File: config.mk
export PLATFORM = sky130hd
export DESIGN_NAME = adapter_dl_pack
export DESIGN_NICKNAME = d
export VERILOG_FILES = /design/src/rtl/adapter_dl_pack.sv
export SDC_FILE = /design/constraint.sdc
export NUM_CORES = 1
export LEC_CHECK = 0
export BUFFER_PORTS_ARGS = -buffer_cell sky130_fd_sc_hd__buf_2
export CAP_MARGIN = 20
export CORE_MARGIN = 5
export CORE_UTILIZATION = 40
export CTS_BUF_LIST = sky130_fd_sc_hd__clkbuf_8 sky130_fd_sc_hd__clkbuf_16
export CTS_CLUSTER_SIZE = 8
export DETAILED_ROUTE_END_ITERATION = 6
export PLACE_DENSITY = 0.66
export SLEW_MARGIN = 30
export SYNTH_ARGS = -nofsm -noshare
export SYNTH_HDL_FRONTEND = slang
export SYNTH_SLANG_ARGS = --single-unit
File: constraint.sdc
create_clock -name clk_1 -period 7.84 [get_ports clk_1]
set_input_delay 0.392 -clock clk_1 [delete_from_list [all_inputs] [get_ports clk_1]]
set_output_delay 0.392 -clock clk_1 [all_outputs]
set_load 0.02 [all_outputs]
File: src/rtl/adapter_dl_pack.sv
// adapter_dl_pack: serialises wide parallel IQ vectors into 32-bit {Q,I} words
// through a FIFO and releases them at a programmable pace after a prefill level.
module adapter_dl_pack #(
  parameter int IQ_BIT_WIDTH    = 16,
  parameter int NUM_LANES       = 8,
  parameter int FIFO_ADDR_WIDTH = 4,
  parameter int SIGN_EXTEND     = 0,
  parameter int READ_INTERVAL   = 4,
  parameter int PREFILL_LEVEL   = 8
) (
  input  logic                              clk_1,
  input  logic                              rst,
  input  logic                              iq_rx_data_valid,
  input  logic [NUM_LANES*IQ_BIT_WIDTH-1:0] iq_rx_i,
  input  logic [NUM_LANES*IQ_BIT_WIDTH-1:0] iq_rx_q,
  output logic                              in_ready,
  output logic [31:0]                       adapter_data_out,
  output logic                              adapter_data_valid,
  input  logic                              adapter_data_ready,
  output logic [FIFO_ADDR_WIDTH:0]          fifo_level,
  output logic                              overflow,
  output logic                              underrun,
  input  logic                              status_clr
);
  localparam int W = IQ_BIT_WIDTH;
  localparam int DEPTH = 1 << FIFO_ADDR_WIDTH;
  localparam int LW = $clog2(NUM_LANES);
  typedef enum logic {IDLE, SHIFT} cap_t;
  typedef enum logic {PREFILL, STREAM} rd_t;
  cap_t cap;
  rd_t rd;
  logic [LW-1:0] lane;
  logic [NUM_LANES*W-1:0] i_reg, q_reg;
  logic [31:0] mem [DEPTH];
  logic [FIFO_ADDR_WIDTH-1:0] wp, rp;
  logic [7:0] pace;
  logic full, empty, last, push, pop, free, accept, drop, starve;
  logic [W-1:0] i_s, q_s;
  logic [31:0] word;
  function automatic logic [15:0] ext16(input logic [W-1:0] s);
    return SIGN_EXTEND != 0 ? 16'($signed(s)) : 16'(s);
  endfunction
  assign full = fifo_level == (FIFO_ADDR_WIDTH+1)'(DEPTH);
  assign empty = fifo_level == '0;
  assign last = lane == LW'(NUM_LANES - 1);
  assign in_ready = ~rst & (cap == IDLE | (cap == SHIFT & last & ~full));
  assign accept = iq_rx_data_valid & in_ready;
  assign drop = iq_rx_data_valid & ~in_ready;
  assign push = cap == SHIFT & ~full;
  assign i_s = i_reg[lane*W +: W];
  assign q_s = q_reg[lane*W +: W];
  assign word = {ext16(q_s), ext16(i_s)};
  assign free = ~adapter_data_valid | adapter_data_ready;
  assign pop = rd == STREAM & pace == '0 & ~empty & free;
  assign starve = rd == STREAM & pace == '0 & empty & free;
  always_ff @(posedge clk_1)
    if (push) mem[wp] <= word;
  always_ff @(posedge clk_1)
    if (rst) begin
      cap <= IDLE;
      rd <= PREFILL;
      lane <= '0;
      pace <= '0;
      wp <= '0;
      rp <= '0;
      fifo_level <= '0;
      adapter_data_out <= '0;
      adapter_data_valid <= 1'b0;
      overflow <= 1'b0;
      underrun <= 1'b0;
    end else begin
      if (accept) begin
        i_reg <= iq_rx_i;
        q_reg <= iq_rx_q;
        cap <= SHIFT;
        lane <= '0;
      end else if (push) begin
        lane <= lane + 1'b1;
        if (last) cap <= IDLE;
      end
      if (push) wp <= wp + 1'b1;
      if (pop) rp <= rp + 1'b1;
      fifo_level <= fifo_level + (FIFO_ADDR_WIDTH+1)'(push) - (FIFO_ADDR_WIDTH+1)'(pop);
      if (rd == PREFILL) begin
        if (fifo_level >= (FIFO_ADDR_WIDTH+1)'(PREFILL_LEVEL)) rd <= STREAM;
      end else begin
        if (pop) pace <= 8'(READ_INTERVAL - 1);
        else if (pace != '0) pace <= pace - 1'b1;
        if (starve) rd <= PREFILL;
      end
      if (pop) begin
        adapter_data_out <= mem[rp];
        adapter_data_valid <= 1'b1;
      end else if (adapter_data_ready) adapter_data_valid <= 1'b0;
      // a same-cycle set event outranks status_clr
      overflow <= drop | (overflow & ~status_clr);
      underrun <= starve | (underrun & ~status_clr);
    end
endmodule

; ---- Word-level counts from Yosys, hierarchy flattened
; Memories as Yosys holds them, arrays and structs flattened. A register that Yosys moved wholly into a read port is not among the register bits.
; Index checks and enable logic that the tools add are counted.
[classes]
mux = 12
bitwise = 24
add_sub_neg = 6
shifts = 2
reduce_logical = 11
n_lt_le_gt_ge = 1
eq_ne = 2
[op_table]
columns = op, n
row1 = $shiftx 128x8->16, 2
row2 = $mux 8, 2
row3 = $and 1x1->1, 13
row4 = $mux 1, 10
row5 = $add 4x1->4 const B, 2
row6 = $logic_not 8->1, 1
row7 = $reduce_bool 2->1, 4
row8 = $reduce_bool 8->1, 1
row9 = $sub 8x1->8 const B, 1
row10 = $not 1->1, 7
row11 = $reduce_and 2->1, 3
row12 = $add 5x1->5, 1
row13 = $eq 5x5->1 const B, 1
row14 = $ge 5x4->1 const B, 1
row15 = $logic_not 5->1, 1
row16 = $sub 5x1->5, 1
row17 = $or 1x1->1, 4
row18 = $add 3x1->3 const B, 1
row19 = $eq 3x3->1 const B, 1
row20 = $reduce_or 2->1, 1
[word_totals]
n_memories = 1
mem_bits_rw = 512
register_bits = 285
[mem_list]
columns = memory, words, width, read_ports, rd_ports_with_merged_regs, wr, line
row1 = mem, 16, 32, 1, 1, 1, 34  ; logic [31:0] mem [DEPTH];

; ---- Longest topological paths before layout
; Gate-level depths: netlist of run 1.
[logic_depth]
ltp_word = 8
mapped_depth = 15
depth_no_buf = 15

; ---- Least setup slack after synthesis of run 1
; OpenSTA, ideal clock, no wires.
[synth_timing]
kind = reg-to-reg
startpoint = register fifo_level[2]
endpoint = register i_reg[0] (enable)
arrival_time_ns = 7.301
setup_ns = 0.648
setup_slack_ns = -0.109
period_less_slack_ns = 7.949
required_time_ns = 7.192
path_stages_with_launch = 8
path_cell_list = dfxtp_1 > inv_1 > ha_1 > nand4bb_1 > nand2_1 > and2_1 > nor2_1 > and2_1
[synth_via]
elab_chain_cells = 7
[synth_lines]
columns = item, line
row1 = from (decl), 20  ; output logic [FIFO_ADDR_WIDTH:0] fifo_level,
row2 = from (signal assigned), 83  ; fifo_level <= fifo_level + (FIFO_ADDR_WIDTH+1)'(push) - (FIFO_ADDR_WIDTH+1)'(pop);
row3 = $eq 5x5->1, 43  ; assign full = fifo_level == (FIFO_ADDR_WIDTH+1)'(DEPTH);
row4 = $not 1->1, 46  ; assign in_ready = ~rst & (cap == IDLE | (cap == SHIFT & last & ~full));
row5 = $and 1x1->1, 46
row6 = $or 1x1->1, 46
row7 = $and 1x1->1, 46
row8 = named net in_ready, 16  ; output logic in_ready,
row9 = $and 1x1->1, 47  ; assign accept = iq_rx_data_valid & in_ready;
row10 = $reduce_and 2->1 (no line), n/a
row11 = to (signal assigned), 73  ; i_reg <= iq_rx_i;
row12 = to (decl), 33  ; logic [NUM_LANES*W-1:0] i_reg, q_reg;
; The timed path passes the listed nets, and every way through them passes these cells.
; A chain may end at the register's enable or synchronous reset.

; ---- Worst setup path in the final report of run 1
[layout_timing]
startpoint = register lane[2]
endpoint = register i_reg[28] (enable)
[layout_via]
elab_chain_cells = 7
[layout_lines]
columns = item, line
row1 = from (decl), 32  ; logic [LW-1:0] lane;
row2 = from (signal assigned), 78  ; lane <= lane + 1'b1;
row3 = $eq 3x3->1, 45  ; assign last = lane == LW'(NUM_LANES - 1);
row4 = $and 1x1->1 (2 in a row), 46
row5 = $or 1x1->1, 46
row6 = $and 1x1->1, 46
row7 = $and 1x1->1, 47
row8 = $reduce_and 2->1 (no line), n/a
; No other way between the ends.

==> results_dict.tcl, run 1 <==
set metrics [dict create \
    status "complete, no violations" \
    grtUsageTotal_pct 17.7 \
    worstSetupEndpointType "flop" \
    async_reset_ff_share_pct 0 \
    io_pins 302 \
    vias_per_cell 5.16 \
    cts_max_path_buffers 3 \
    maxSlewHeadroom_pct 32.9 \
    finalMaxSlewViolations 0 \
    synth_area_um2 31400 \
    yosysSeqAreaShare_pct 77.4 \
    synth_cell_types 49 \
    dieArea_um2 84100 \
    drc 0 \
    p_leak_nw 13.6 \
    peakVddDrop_uv 196 \
    drt_iter0_drc 1295 \
    path_cells "buf_4 -> ha_1 -> nand2_1 -> and2_1 -> nor2_1 -> and2_4 -> buf_12 -> buf_16" \
    path_clk_slew_ns 0.05 \
    rsz0062_at_grt "false" \
    worstPathMaxFanout 132 \
    final_core_util_pct 51.8 \
    ant_nets 0 \
    wl_per_cell_um 23.7 \
    yosys_warnings 0 \
    pre_cts_ws_ns 4.34 \
    worst_path_dominant_cell_family "buffers and inverters" \
    portBuffers 301 \
    fin_worst_skew_ns 0.0228 \
    syn_nets 1697 \
    gp_congestion 0.730 \
    synthToLayoutAreaGrowth_pct 28.1 \
    clock_sinks 829 \
    arrival_ns 3.83 \
    grt_overflow 0 \
    grt_max_degree 186 \
    row_count 102 \
    largest_reg_flops 512 \
    htree_num_levels 3 \
    ys.flop_type "edfxtp_1" \
    die_width_um 290 \
    crit_buf_inv 3 \
    setup_violations 0 \
    finalCritPeriodShare_pct 45.4 \
    cts_inserted_buffers 113 \
    syn_inst 1420 \
    worstSkewPairLatency_ns 0.64 \
    core_area_um2 77600 \
    synth_top_cell_area_share_pct 73.5 \
    finalSetupTns_ns 0 \
    fin_crit_ns 3.56 \
    max_freq_ghz 0.281 \
    synth_area_per_cell_um2 22.1 \
    nFillCells 6043 \
    yosys.area.top_type "edfxtp_1" \
    fp.dieH_um 290 \
    worstPathRequired_ns 8.11 \
    crit_type "reg -> reg" \
    synth-seq-cells 829 \
    dp.cells 2718 \
    slowest_delay_ns 0.77 \
    grt_pass1_wl_um 114000 \
    drive_above_1_share_pct 33.0 \
    hold_path.class "in -> reg" \
    drv_cap 0 \
    crit_path_top_delay_cell "and2_4" \
    cts_tree "yes" \
    detailed_place_hpwl_um 40300 \
    hold_viol_final 0 \
    cp-start-kind "flop" \
    timing.hold.ws_ns 0.119 \
    first_global_vias 18100 \
    num_vias 16500 \
    dr.pass1.iters 6 \
    fin_cells 3194 \
    antenna_found_initial 7 \
    synth_edf_count 768 \
    cts-root-buf "clkbuf_16" \
    power.density_nw_per_um2 285 \
    setup_ws_ns 4.28 \
    synth.area.top_cells "edfxtp_1 74%, mux4_2 14%, dfxtp_1 3.9%" \
    worstMarginPinSlew_ns 1.01 \
    wl_um 75800 \
    start_util_pct 40.4 \
    cts_setup_buffers 0 \
    nets 2330 \
]
tightest hold or removal path, cell delays in order:
cell and delay, ns:
buf_2 0.09, or2b_2 0.16, a21oi_1 0.07
worst paths after layout:
| path | from | slack, ns | cells past startpoint | end |
|---|---|---|---|---|
| setup / recovery | lane[2]$_SDFFE_PP0P_ | 4.28 | 8 | i_reg[28]$_DFFE_PP_ |
| hold / removal | adapter_data_ready | 0.12 | 3 | adapter_data_valid$_SDFFE_PP0P_ |
| setup reg to reg | lane[2]$_SDFFE_PP0P_ | 4.28 | 8 | i_reg[28]$_DFFE_PP_ |
| hold reg to reg | adapter_data_out[25]$_SDFFE_PP0P_ | 0.46 | 2 | adapter_data_out[25]$_SDFFE_PP0P_ |
routing by layer:
layer / vias up / part of all wire, % / wire (um) / global-route usage, %
li1: 7240 / - / - / -
met1: 8453 / 39 / 29800 / 22.5
met2: 634 / 52 / 39400 / 31.0
met3: 156 / 5.6 / 4250 / 3.04
met4: 2 / 3.1 / 2320 / 6.18
met5: - / 0.016 / 12 / 0
kinds of logic after synthesis:
logic type               count (synthesis)  share of synthesized area (%)
adder cells (fa/ha/maj)                 16                          0.662
AND/OR/NAND/NOR                        134                           2.13
buffers and inverters                   82                           1.11
XOR/XNOR                                 8                          0.223
multiplexers                           288                           17.0
AO/OA/AOI/OAI                           63                           1.48
flip-flops                             829                           77.4
layout by cell type, fill, tap and decap left out, drive strengths merged, types with 6 or more instances in the layout:
cell type and count:
edfxtp 768, buf 331, dlygate4sd3 258, mux4 192, clkbuf 114, inv 105
mux2i 64, dfxtp 61, nand2 58, mux2 32, o221ai 32, nor2 30
a21oi 17, ha 15, nand2b 8, diode 6, nand4 6
power breakdown:
| part | switching [mW] | leakage (nW) | internal (mW) | total [mW] |
|---|---|---|---|---|
| Combinational | 0.933 | 4.22 | 0.888 | 1.82 |
| Clock | 1.77 | 1.93 | 2.60 | 4.36 |
| Sequential | 0.156 | 7.48 | 5.10 | 5.25 |
| Total | 2.86 | 13.6 | 8.58 | 11.4 |
cell usage after synthesis (7+ instances only):
master	number
edfxtp_1	768
buf_2	32
mux2_2	32
nor2_1	30
o221ai_1	32
dfxtp_1	61
nand2b_1	7
mux2i_1	64
ha_1	15
inv_1	11
nand2_1	58
a21oi_1	16
buf_1	9
clkbuf_1	30
mux4_2	192
per-stage QoR:
step | total power, mW | cell area, um2
after floorplan | 6.55 | 31400
after global placement | 7.00 | 34200
after detailed placement | 7.06 | 34200
after CTS | 11.5 | 40100
after global routing | 11.9 | 40200
final | 11.4 | 40200
cell type report:
| cell class | count | area [um2] | share of cell area (%) |
|---|---|---|---|
| Inverter | 11 | 41.3 | 0.103 |
| Clock inverter | 96 | 455 | 1.13 |
| Timing Repair Buffer | 589 | 4370 | 10.9 |
| Tap cell | 1040 | 1300 | 3.24 |
| Sequential cell | 829 | 24300 | 60.5 |
| Clock buffer | 114 | 2840 | 7.07 |
| Antenna cell | 6 | 15.0 | 0.0374 |
| Multi-Input combinational cell | 509 | 6860 | 17.1 |
timing repair:
| action | CTS | global route |
|---|---|---|
| setup endpoints to repair | 0 | 0 |
| resized for setup | 0 | 0 |
| hold buffers | 258 | 0 |
| hold endpoints to repair | 259 | 0 |
Power figures use the tool's default switching activity.
==> run 2: changes to the inputs <==
--- a/config.mk
+++ b/config.mk
@@ -12,7 +12,7 @@
 export CTS_BUF_LIST = sky130_fd_sc_hd__clkbuf_8 sky130_fd_sc_hd__clkbuf_16
 export CTS_CLUSTER_SIZE = 8
 export DETAILED_ROUTE_END_ITERATION = 6
-export PLACE_DENSITY = 0.66
+export PLACE_DENSITY = 0.64
 export SLEW_MARGIN = 30
 export SYNTH_ARGS = -nofsm -noshare
 export SYNTH_HDL_FRONTEND = slang
==> constraint.sdc (replaced) <==
create_clock -name clk_1 -period 3.4 [get_ports clk_1]
set_input_delay 0.17 -clock clk_1 [delete_from_list [all_inputs] [get_ports clk_1]]
set_output_delay 0.17 -clock clk_1 [all_outputs]
set_load 0.02 [all_outputs]
==> results_dict.tcl, run 2 (synthesis gave the netlist of run 1 again) <==
set metrics [dict create \
    status "complete, no violations" \
    maxSlewHeadroom_pct 48.6 \
    gp_congestion 0.782 \
    dr.pass1.iters 5 \
    portBuffers 301 \
    cts_setup_buffers 0 \
    max_freq_ghz 0.349 \
    drive_above_1_share_pct 34.0 \
    postCtsHoldBufs 261 \
    cts-root-buf "clkbuf_16" \
    core_area_um2 77600 \
    nFillCells 6007 \
    drv_cap 0 \
    worstSkewPairLatency_ns 0.67 \
    power.density_nw_per_um2 656 \
    crit_type "reg -> reg" \
    fin_crit_ns 2.87 \
    vias_per_cell 5.20 \
    fin_worst_skew_ns 0.0424 \
    io_pins 302 \
    worstMarginPinSlew_ns 0.770 \
    drt_iter0_drc 1230 \
    dieArea_um2 84100 \
    timing.hold.ws_ns 0.217 \
    path_clk_slew_ns 0.05 \
    finalMaxSlewViolations 0 \
    ff_latch_area_um2 24300 \
    finalCritPeriodShare_pct 84.3 \
    arrival_ns 3.37 \
    clock_sinks 829 \
    worstPathRequired_ns 3.91 \
    worstSetupEndpointType "flop" \
    grt_pass1_wl_um 116000 \
    cp-start-kind "flop" \
    cts_inserted_buffers 114 \
    drc 0 \
    ant_nets 0 \
    cts_tree "yes" \
    finalSetupTns_ns 0 \
    grt_max_degree 66 \
    peakVddDrop_uv 430 \
    grt_overflow 0 \
    multi_input_area_um2 6890 \
    grtUsageTotal_pct 18.1 \
    fp.dieH_um 290 \
    row_count 102 \
    detailed_place_hpwl_um 44500 \
    hold_viol_final 0 \
    p_leak_nw 13.8 \
    rsz0062_at_grt "false" \
    largest_reg_flops 512 \
    hold_path.class "in -> reg" \
    layout_commonest_cell "edfxtp_1" \
    start_util_pct 40.4 \
    power_mw 26.7 \
    wl_um 76600 \
    wl_per_cell_um 23.8 \
    worstPathMaxFanout 4 \
    num_vias 16700 \
    synthToLayoutAreaGrowth_pct 29.5 \
    final_cell_mix "768 x edfxtp_1, 301 x buf_2, 261 x dlygate4sd3_1, 192 x mux4_2, 115 x clkbuf_16" \
    nets 2354 \
    cts_max_path_buffers 3 \
    setup_violations 0 \
    antenna_found_initial 7 \
    first_global_vias 18600 \
    die_width_um 290 \
    cts_resized 0 \
    htree_num_levels 3 \
]
-- run 2: changes by cell type in the layout (fill, tap and decap cells not counted), moves of 4 or more --
cell	change
buf_12	+16
buf_4	+8
inv_16	-4
nor3_2	-4
nor3_4	+4
-- run 2: cell type report --
| class | instances | area share (%) |
|---|---|---|
| Antenna cell | 5 | 0.0308 |
| Clock inverter | 98 | 1.13 |
| Inverter | 11 | 0.102 |
| Tap cell | 1040 | 3.20 |
| Clock buffer | 116 | 7.12 |
| Timing Repair Buffer | 612 | 11.6 |
| Multi-Input combinational cell | 509 | 17.0 |
| Sequential cell | 829 | 59.8 |
-- run 2: per-stage QoR --
step	util [%]	std cells	area [um2]	worst slack [ns]
2_1_floorplan	-	1420	31400	0.00143
3_3_place_gp	44.7	2740	34700	0.580
3_5_place_dp	44.7	2740	34700	0.558
4_1_cts	52.3	3215	40600	0.560
5_1_grt	52.4	3220	40600	0.296
6_report	52.4	3220	40600	0.533
-- run 2: per-layer routing --
metal	vias up	wire length [um]	GRT usage (%)
li1	7291	-	-
met1	8652	31400	23.8
met2	635	38600	30.5
met3	155	4420	3.23
met4	0	2170	6.38
met5	-	0	0
-- run 2: worst paths after layout --
check                                                   endpoint  depth (start not counted)                        startpoint  slack, ns
worst max register to register          fifo_level[4]$_SDFF_PP0_                         15              pace[0]$_SDFFE_PP0P_       0.53
worst min register to register  adapter_data_out[3]$_SDFFE_PP0P_                          2  adapter_data_out[3]$_SDFFE_PP0P_       0.46
worst max-delay path                    fifo_level[4]$_SDFF_PP0_                         15              pace[0]$_SDFFE_PP0P_       0.53
worst min-delay path                         i_reg[12]$_DFFE_PP_                          2                       iq_rx_i[12]       0.22
-- run 2: worst max-delay path, cell delays in order (launching register included) --
cell and delay, ns:
dfxtp_1 0.32, inv_1 0.10, ha_1 0.18, nor3b_1 0.43
nand4_2 0.18, nor2_1 0.23, nand2_1 0.14, nand2_1 0.08
ha_1 0.16, inv_1 0.06, fa_1 0.41, inv_1 0.08
a21oi_1 0.06, nor2_1 0.12, or3_1 0.13, a21oi_1 0.06
-- run 2: report_power, final --
group          total [mW]  switching [mW]  internal [mW]  leakage [nW]
combinational        4.34            2.21           2.13          4.36
clock                10.2            4.12           6.07          1.96
sequential           12.1           0.370           11.8          7.49
total                26.7            6.70           20.0          13.8
